===== src/rtl/bmem_arbiter.sv =====
// ---------------------------------------------------------------------------
// bmem_arbiter
//   Shares one burst-memory port between the instruction cache and the data
//   cache. Each cache issues whole-line read or write requests. The arbiter
//   picks one requester at a time (round-robin on ties). It splits a write
//   line into NUM_BEATS bursts and packs NUM_BEATS read beats back into a
//   line. It then pulses a one-cycle resp to the cache that owns the request.
//
// Ports
//   clk, rst              clock; asynchronous active-high reset
//   i_* / d_*             icache / dcache line request interface
//                         (addr, read, write, wdata in; rdata, resp out)
//   bmem_address          line-aligned burst address
//   bmem_read/bmem_write  burst strobes, held for the whole burst
//   bmem_wdata            current write beat
//   bmem_rdata, bmem_resp read beat and per-beat handshake from memory
// ---------------------------------------------------------------------------
module bmem_arbiter #(
  parameter int ADDR_W    = 32,
  parameter int BEAT_W    = 64,
  parameter int NUM_BEATS = 4
) (
  input  logic                        clk,
  input  logic                        rst,
  input  logic [ADDR_W-1:0]           i_addr,
  input  logic                        i_read,
  input  logic                        i_write,
  input  logic [BEAT_W*NUM_BEATS-1:0] i_wdata,
  output logic [BEAT_W*NUM_BEATS-1:0] i_rdata,
  output logic                        i_resp,
  input  logic [ADDR_W-1:0]           d_addr,
  input  logic                        d_read,
  input  logic                        d_write,
  input  logic [BEAT_W*NUM_BEATS-1:0] d_wdata,
  output logic [BEAT_W*NUM_BEATS-1:0] d_rdata,
  output logic                        d_resp,
  output logic [ADDR_W-1:0]           bmem_address,
  output logic                        bmem_read,
  output logic                        bmem_write,
  output logic [BEAT_W-1:0]           bmem_wdata,
  input  logic [BEAT_W-1:0]           bmem_rdata,
  input  logic                        bmem_resp
);

  localparam int LINE_W = BEAT_W * NUM_BEATS;
  localparam int OFF_W  = $clog2(LINE_W / 8);
  localparam int CNT_W  = (NUM_BEATS > 1) ? $clog2(NUM_BEATS) : 1;

  typedef enum logic [1:0] {IDLE, RD_BURST, WR_BURST, DONE} state_t;
  typedef enum logic [1:0] {REQ_NONE, REQ_I, REQ_D} req_t;

  state_t             state, state_nxt;
  req_t               grant, last_grant;
  logic [CNT_W-1:0]   beat_cnt;
  logic [ADDR_W-1:0]  lat_addr;
  logic [LINE_W-1:0]  lat_line;
  logic [LINE_W-1:0]  buffer;
  logic [LINE_W-1:0]  line_asm;

  logic i_act, d_act, any_act, pick_d, pick_write;
  logic in_burst, beat_fire, last_beat;

  // The byte offset inside a line is never driven to memory.
  logic unused_offset;
  assign unused_offset = ^{i_addr[OFF_W-1:0], d_addr[OFF_W-1:0]};

  assign i_act   = i_read | i_write;
  assign d_act   = d_read | d_write;
  assign any_act = i_act | d_act;
  // On a tie the dcache wins unless it was the most recent owner.
  assign pick_d     = d_act & (~i_act | (last_grant == REQ_I));
  // Write has precedence when a cache raises both strobes.
  assign pick_write = pick_d ? d_write : i_write;

  assign in_burst  = (state == RD_BURST) || (state == WR_BURST);
  assign beat_fire = in_burst & bmem_resp;
  assign last_beat = beat_fire && (beat_cnt == CNT_W'(NUM_BEATS - 1));

  // Read line with the current beat merged in. The final beat goes straight
  // into the cache-facing register, so rdata is valid in the DONE cycle.
  always_comb begin
    line_asm = buffer;
    line_asm[int'(beat_cnt)*BEAT_W +: BEAT_W] = bmem_rdata;
  end

  always_ff @(posedge clk or posedge rst) begin
    if (rst) state <= IDLE;
    else     state <= state_nxt;
  end

  // NOTE: every variable written in a combinational block gets a default
  // first, so no path leaves it unassigned and no latch is inferred.
  always_comb begin
    state_nxt = state;
    unique case (state)
      IDLE:     if (any_act)   state_nxt = pick_write ? WR_BURST : RD_BURST;
      RD_BURST: if (last_beat) state_nxt = DONE;
      WR_BURST: if (last_beat) state_nxt = DONE;
      DONE:                    state_nxt = IDLE;
      default:                 state_nxt = IDLE;
    endcase
  end

  // NOTE: sequential state uses non-blocking assignments only. Then every
  // register samples pre-edge values and simulation matches the flops.
  // NOTE: the wide line registers are plain flops, not RAM. They are reset
  // because a cleared line buffer and zero outputs after reset are part of
  // the interface contract.
  always_ff @(posedge clk or posedge rst) begin
    if (rst) begin
      grant      <= REQ_NONE;
      last_grant <= REQ_I;
      beat_cnt   <= '0;
      lat_addr   <= '0;
      lat_line   <= '0;
      buffer     <= '0;
      i_rdata    <= '0;
      d_rdata    <= '0;
    end else begin
      if (state == IDLE && any_act) begin
        grant      <= pick_d ? REQ_D : REQ_I;
        last_grant <= pick_d ? REQ_D : REQ_I;
        lat_addr   <= pick_d ? d_addr  : i_addr;
        lat_line   <= pick_d ? d_wdata : i_wdata;
      end
      if (state == DONE) grant <= REQ_NONE;
      // Stall cycles (bmem_resp low) leave the counter and buffer untouched.
      if (beat_fire) begin
        beat_cnt <= last_beat ? '0 : beat_cnt + CNT_W'(1);
        if (state == RD_BURST) begin
          buffer <= line_asm;
          if (last_beat) begin
            if (grant == REQ_D) d_rdata <= line_asm;
            else                i_rdata <= line_asm;
          end
        end
      end
    end
  end

  assign bmem_read    = (state == RD_BURST);
  assign bmem_write   = (state == WR_BURST);
  assign bmem_address = {lat_addr[ADDR_W-1:OFF_W], {OFF_W{1'b0}}};
  assign bmem_wdata   = lat_line[int'(beat_cnt)*BEAT_W +: BEAT_W];
  assign i_resp       = (state == DONE) && (grant == REQ_I);
  assign d_resp       = (state == DONE) && (grant == REQ_D);

endmodule


===== config.mk =====
export PLATFORM = sky130hd
export DESIGN_NAME = bmem_arbiter
export DESIGN_NICKNAME = d
export VERILOG_FILES = /design/src/rtl/bmem_arbiter.sv
export SDC_FILE = /design/constraint.sdc
export NUM_CORES = 2
export LEC_CHECK = 0
export CAP_MARGIN = 20
export CORE_AREA = 2 2 493 495
export DETAILED_ROUTE_END_ITERATION = 12
export DIE_AREA = 0 0 495 497
export GPL_TIMING_DRIVEN = 0
export PLACE_DENSITY_LB_ADDON = 0.2
export RECOVER_POWER = 100
export SYNTH_ARGS = -nofsm -noshare
export SYNTH_HDL_FRONTEND = slang
export SYNTH_SLANG_ARGS = --single-unit

===== constraint.sdc =====
create_clock -name clk -period 47.1 [get_ports clk]
set_input_delay 9.42 -clock clk [delete_from_list [all_inputs] [get_ports clk]]
set_output_delay 9.42 -clock clk [all_outputs]
set_load 0.005 [all_outputs]

Yosys cells after proc, flatten, opt, wreduce, memory -nomap -nowiden
Cells that the tools add are included.

Flip-flop bits (word level): 1064. Bits in latches: 0. RAM bits: 0. Memory bits (read-only): 0. Bits of input ports: 647. Memories kept: 0.

Add/subtract/negate cells: 2. $mul: 0. Divide/modulo/power cells: 0. Order comparisons: 0. Equality and inequality tests: 9. Shifts and indexed selects: 3. Multiplexer cells: 12. Bitwise gates (word level): 8. Reduce and logical (&&, ||, !) cells: 12.

Operators with widths (number): 256-bit bitwise mux (1); 256-bit two-way mux (1); 64-bit by 33-bit variable shift with 256-bit output, first input constant (1); 256-bit by 9-bit variable part select with 64-bit output (1); 64-bit by 33-bit variable part select with 256-bit output (1); 8-bit negation with 33-bit output (1); 32-bit two-way mux (1); 2-bit two-way mux (7); 2-bit == test, second input constant (4); 4-bit AND reduction (2); 2-bit by 1-bit == test with 1-bit output, second input constant (3); 2-bit case mux with 3 select lines (1); 1-bit logical AND (4); 1-bit bitwise OR (4); 2-bit AND reduction (2); 2-bit by 1-bit adder with 2-bit output, second input constant (1); 1-bit bitwise AND (2); 2-bit zero test (1); 2-bit by 1-bit inequality test with 1-bit output, second input constant (1); 2-bit inequality test, second input constant (1); 1-bit NOT (2); 2-bit nonzero test (1); 2-bit OR reduction (1); 1-bit logical OR (1); 1-bit two-way mux (1).

Depth between registers and ports, before layout
Depth in word-level cells: 8. Depth in mapped cells: 11.

Worst setup path after synthesis
No wires, ideal clock.

Path kind: register -> output. Start point: register beat_cnt[0]. End point: output port bmem_wdata[11]. Data arrival time: 1.625 ns. Required time: 37.680 ns. Setup slack: 36.055 ns. Stages on the path, launching flop included: 5. Path buffers: 3. Cell sequence: dfrtp_1 > buf_2 > buf_2 > buf_2 > mux4_2.

Word-level cells in the longest chain between the ends: 1.

Ends and longest elaborated chain: from (decl) (line 54) `logic [CNT_W-1:0] beat_cnt;`; from (signal assigned) (line 129) `beat_cnt <= last_beat ? '0 : beat_cnt + CNT_W'(1);`; 256-bit by 9-bit variable part select with 64-bit output (line 144) `assign bmem_wdata = lat_line[int'(beat_cnt)*BEAT_W +: BEAT_W];`; to (decl) (line 40) `output logic [BEAT_W-1:0] bmem_wdata,`.

No other way between the ends.

==> flow_summary.yaml <==
status:
  status: "finished, violations left"
  violations: "capacitance limit, slew limit"
floorplan:
  fp.dieH_um: 497
  num_rows: 180
  pin_count: 1259
  dieArea_mm2: 0.246
  initial_core_util_pct: 18.6
  die_x_um: 495
  core_area_mm2: 0.240
sta:
  whs_ns: 0.467
  maxClockFrequency_mhz: 43.2
  fin_crit_ns: 23.16
  skew_ns: 0.0711
  tightest_slew_ns: 6.63
  setup_viol: 0
  period_share_pct: 49.2
  relSlewSlack_pct: -342
  setup_tns_ns: 0
  final_hold_viol_count: 0
  rsz0062_at_grt: "no"
  final-max-slew-violation-count: 1034
critical_path:
  r2r_start: "beat_cnt[1]"
  path_cells: "dlygate4sd3_1, clkinvlp_2, clkbuf_1, clkbuf_1"
  path_max_fanout: 117
  crit_top_cell: "clkbuf_1"
  endpoint_kind: "async pin"
  crit_type: "input port to async pin"
  worstSetupStartpoint: "rst"
  crit_path_top_delay_cell: "clkbuf_1"
  cp.required_ns: 46.52
  crit_path_start_kind: "input port"
  cp_slowest_stage_delay_ns: 4.59
  cp.arrival_ns: 22.58
logic_synthesis:
  synth_top_area_cell: "dfrtp_1"
  synthFlopType: "dfrtp_1"
  yosys-top-cells-area: "dfrtp_1 (58%), a22o_1 (6.5%), a221o_1 (6.3%)"
  syn_inst: 3339
  async_reset_ff_share_pct: 100
  avgSynthCellArea_um2: 13.4
  synthDistinctLibCells: 50
  synth_top_area_share_pct: 57.7
  synth_warnings: 0
  synth_edf_count: 0
  synth_seq_cells: 1032
  seq_area_frac_synth_pct: 57.8
  syn_area_mm2: 0.0447
global_route:
  grt.total_usage_pct: 20.9
  globalRoute.totalOverflow: 0
  antenna_found_initial: 149
  grt_pass1_wl_um: 348000
  grt_max_degree: 123
  grt_pass1_vias: 37300
route:
  wl_um: 264000
  post-route-drc-count: 0
  avgViaCountPerCell: 4.43
  avgRoutedWirePerCell_um: 32.8
  dr.pass1.iters: 7
  ant_nets: 0
  vias: 35600
  drt_iter0_drc: 2385
finish:
  final_cells: 8037
  syn_to_final_growth_pct: 45.9
  layout-drive-gt1-share_pct: 13.5
  finish.utilization_pct: 27.2
  nNetsFinal: 5334
clocking:
  cts_setup_buffers: 0
  cts.path.max_buffers: 3
  cts_tree: "done"
  worstSkewPairLatency_ns: 0.84
  cts_hold_buf: 0
  clock-root-buffer: "clkbuf_16"
  numClockSinks: 1032
  cts_buffers: 136
  clk_pin_slew_ns: 0.05
  h-tree-depth: 4
  cts_resized: 0
flow_run:
  drv_cap: 21
power:
  p_leak_uw: 0.0283
  totalPowerFinal_uw: 4030
  vdd_ir_drop_max_mv: 0.0415
  powerDensity_mw_per_mm2: 61.8
min_path:
  min_from: "last_grant[0]"
  min-delay-path-class: "flip-flop to flip-flop"
placed_design:
  dp_hpwl_um: 209000
  port-buffer-count: 1179
  dpl.cell_count: 7724
  globalplace.congestion: 0.897
-- critical path: cells and delay by family --
kind	cells	cell delay [ns]
buffers and inverters	4	12.79
-- layout by cell type (no fill, tap or decap), types with 7 or more instances in the layout --
cell | netlist | routed
a32oi_1 | 92 | 92
a22o_1 | 331 | 331
buf_2 | 160 | 92
mux2i_1 | 256 | 256
nor3b_1 | 28 | 28
dlygate4sd3_1 | 0 | 602
clkbuf_16 | 0 | 136
diode_2 | 0 | 69
a221o_1 | 283 | 283
a22oi_1 | 37 | 37
and2_0 | 0 | 191
mux2_1 | 9 | 9
buf_1 | 50 | 48
mux2_2 | 248 | 248
clkbuf_1 | 90 | 238
inv_1 | 266 | 265
nand2_1 | 8 | 8
ha_1 | 10 | 10
clkbuf_8 | 0 | 32
clkinv_2 | 0 | 12
and2_1 | 284 | 93
dfrtp_1 | 1031 | 1031
buf_4 | 38 | 7
clkinv_16 | 0 | 9
clkdlybuf4s50_1 | 0 | 577
mux4_2 | 64 | 64
-- through the flow --
| stage | instance area (um^2) | setup slack [ns] |
|---|---|---|
| 6_report | 65200 | 23.94 |
| 4_1_cts | 65500 | 33.59 |
| 2_1_floorplan | 44700 | 8.64 |
| 3_5_place_dp | 60900 | 34.47 |
| 5_1_grt | 65200 | 21.10 |
| 3_3_place_gp | 60500 | -7.20 |
-- state kept, by name, indices dropped and copies added, names as in the netlist --
signal	count
lat_addr	27
grant	2
d_rdata	256
beat_cnt	2
i_rdata	256
last_grant	2
buffer	229
state	2
lat_line	256
-- final timing paths --
| kind | endpoint | slack (ns) | cells after the start |
|---|---|---|---|
| max in group clk | bmem_wdata[11] | 32.25 | 5 |
| hold / removal | last_grant[0] | 0.47 | 2 |
| setup reg to reg | buffer[0] | 41.74 | 9 |
| setup / recovery | i_rdata[224] | 23.94 | 4 |
| hold reg to reg | last_grant[0] | 0.47 | 2 |
| min in group asynchronous | i_rdata[58] | 10.77 | 2 |
-- power breakdown --
part | internal [uW] | switching (uW) | total (uW)
sequential | 1180 | 183 | 1360
combinational | 719 | 878 | 1600
clock | 616 | 458 | 1070
total | 2510 | 1520 | 4030
-- cell families after synthesis --
| group | share of synthesized area, % |
|---|---|
| buf+inv | 6.04 |
| fa+ha+maj | 0.280 |
| flops | 57.8 |
| mux | 15.4 |
| compound gates | 15.5 |
| other cells | 0.00839 |
| simple gates | 4.93 |
-- routing by layer --
| metal | GRT usage (%) | vias up | wire [um] |
|---|---|---|---|
| met1 | 22.0 | 18400 | 93500 |
| met3 | 6.35 | 470 | 20000 |
| met4 | 9.70 | 52 | 14000 |
| met5 | 0 | - | 349 |
| li1 | - | 15100 | - |
| met2 | 37.6 | 1488 | 136000 |
-- cells in the mapped netlist, types with 3 or more instances --
cell type	n
a32oi_1	92
ha_1	10
a22o_1	331
nor2_1	4
nand2_1	8
buf_6	6
inv_2	3
nor4bb_1	3
buf_2	160
nand3_1	5
and2_1	284
a221o_1	283
inv_1	266
a22oi_1	37
clkbuf_1	90
o21ai_0	5
mux4_2	64
mux2_1	9
mux2_2	248
dfrtp_1	1031
and3_1	3
nor3b_1	28
buf_4	38
buf_1	50
mux2i_1	256
-- area by class of cell --
class	count	area (um^2)
multi-input cells	1696	16200
plain buffers	346	1470
fillers	25300	175000
clock buffers	204	3980
diodes	69	173
well taps	3185	3990
clock inverters	40	617
flip-flops and latches	1032	25800
inverters	269	1010
repair buffers	1196	12000
(Power assumes the default switching activity.)
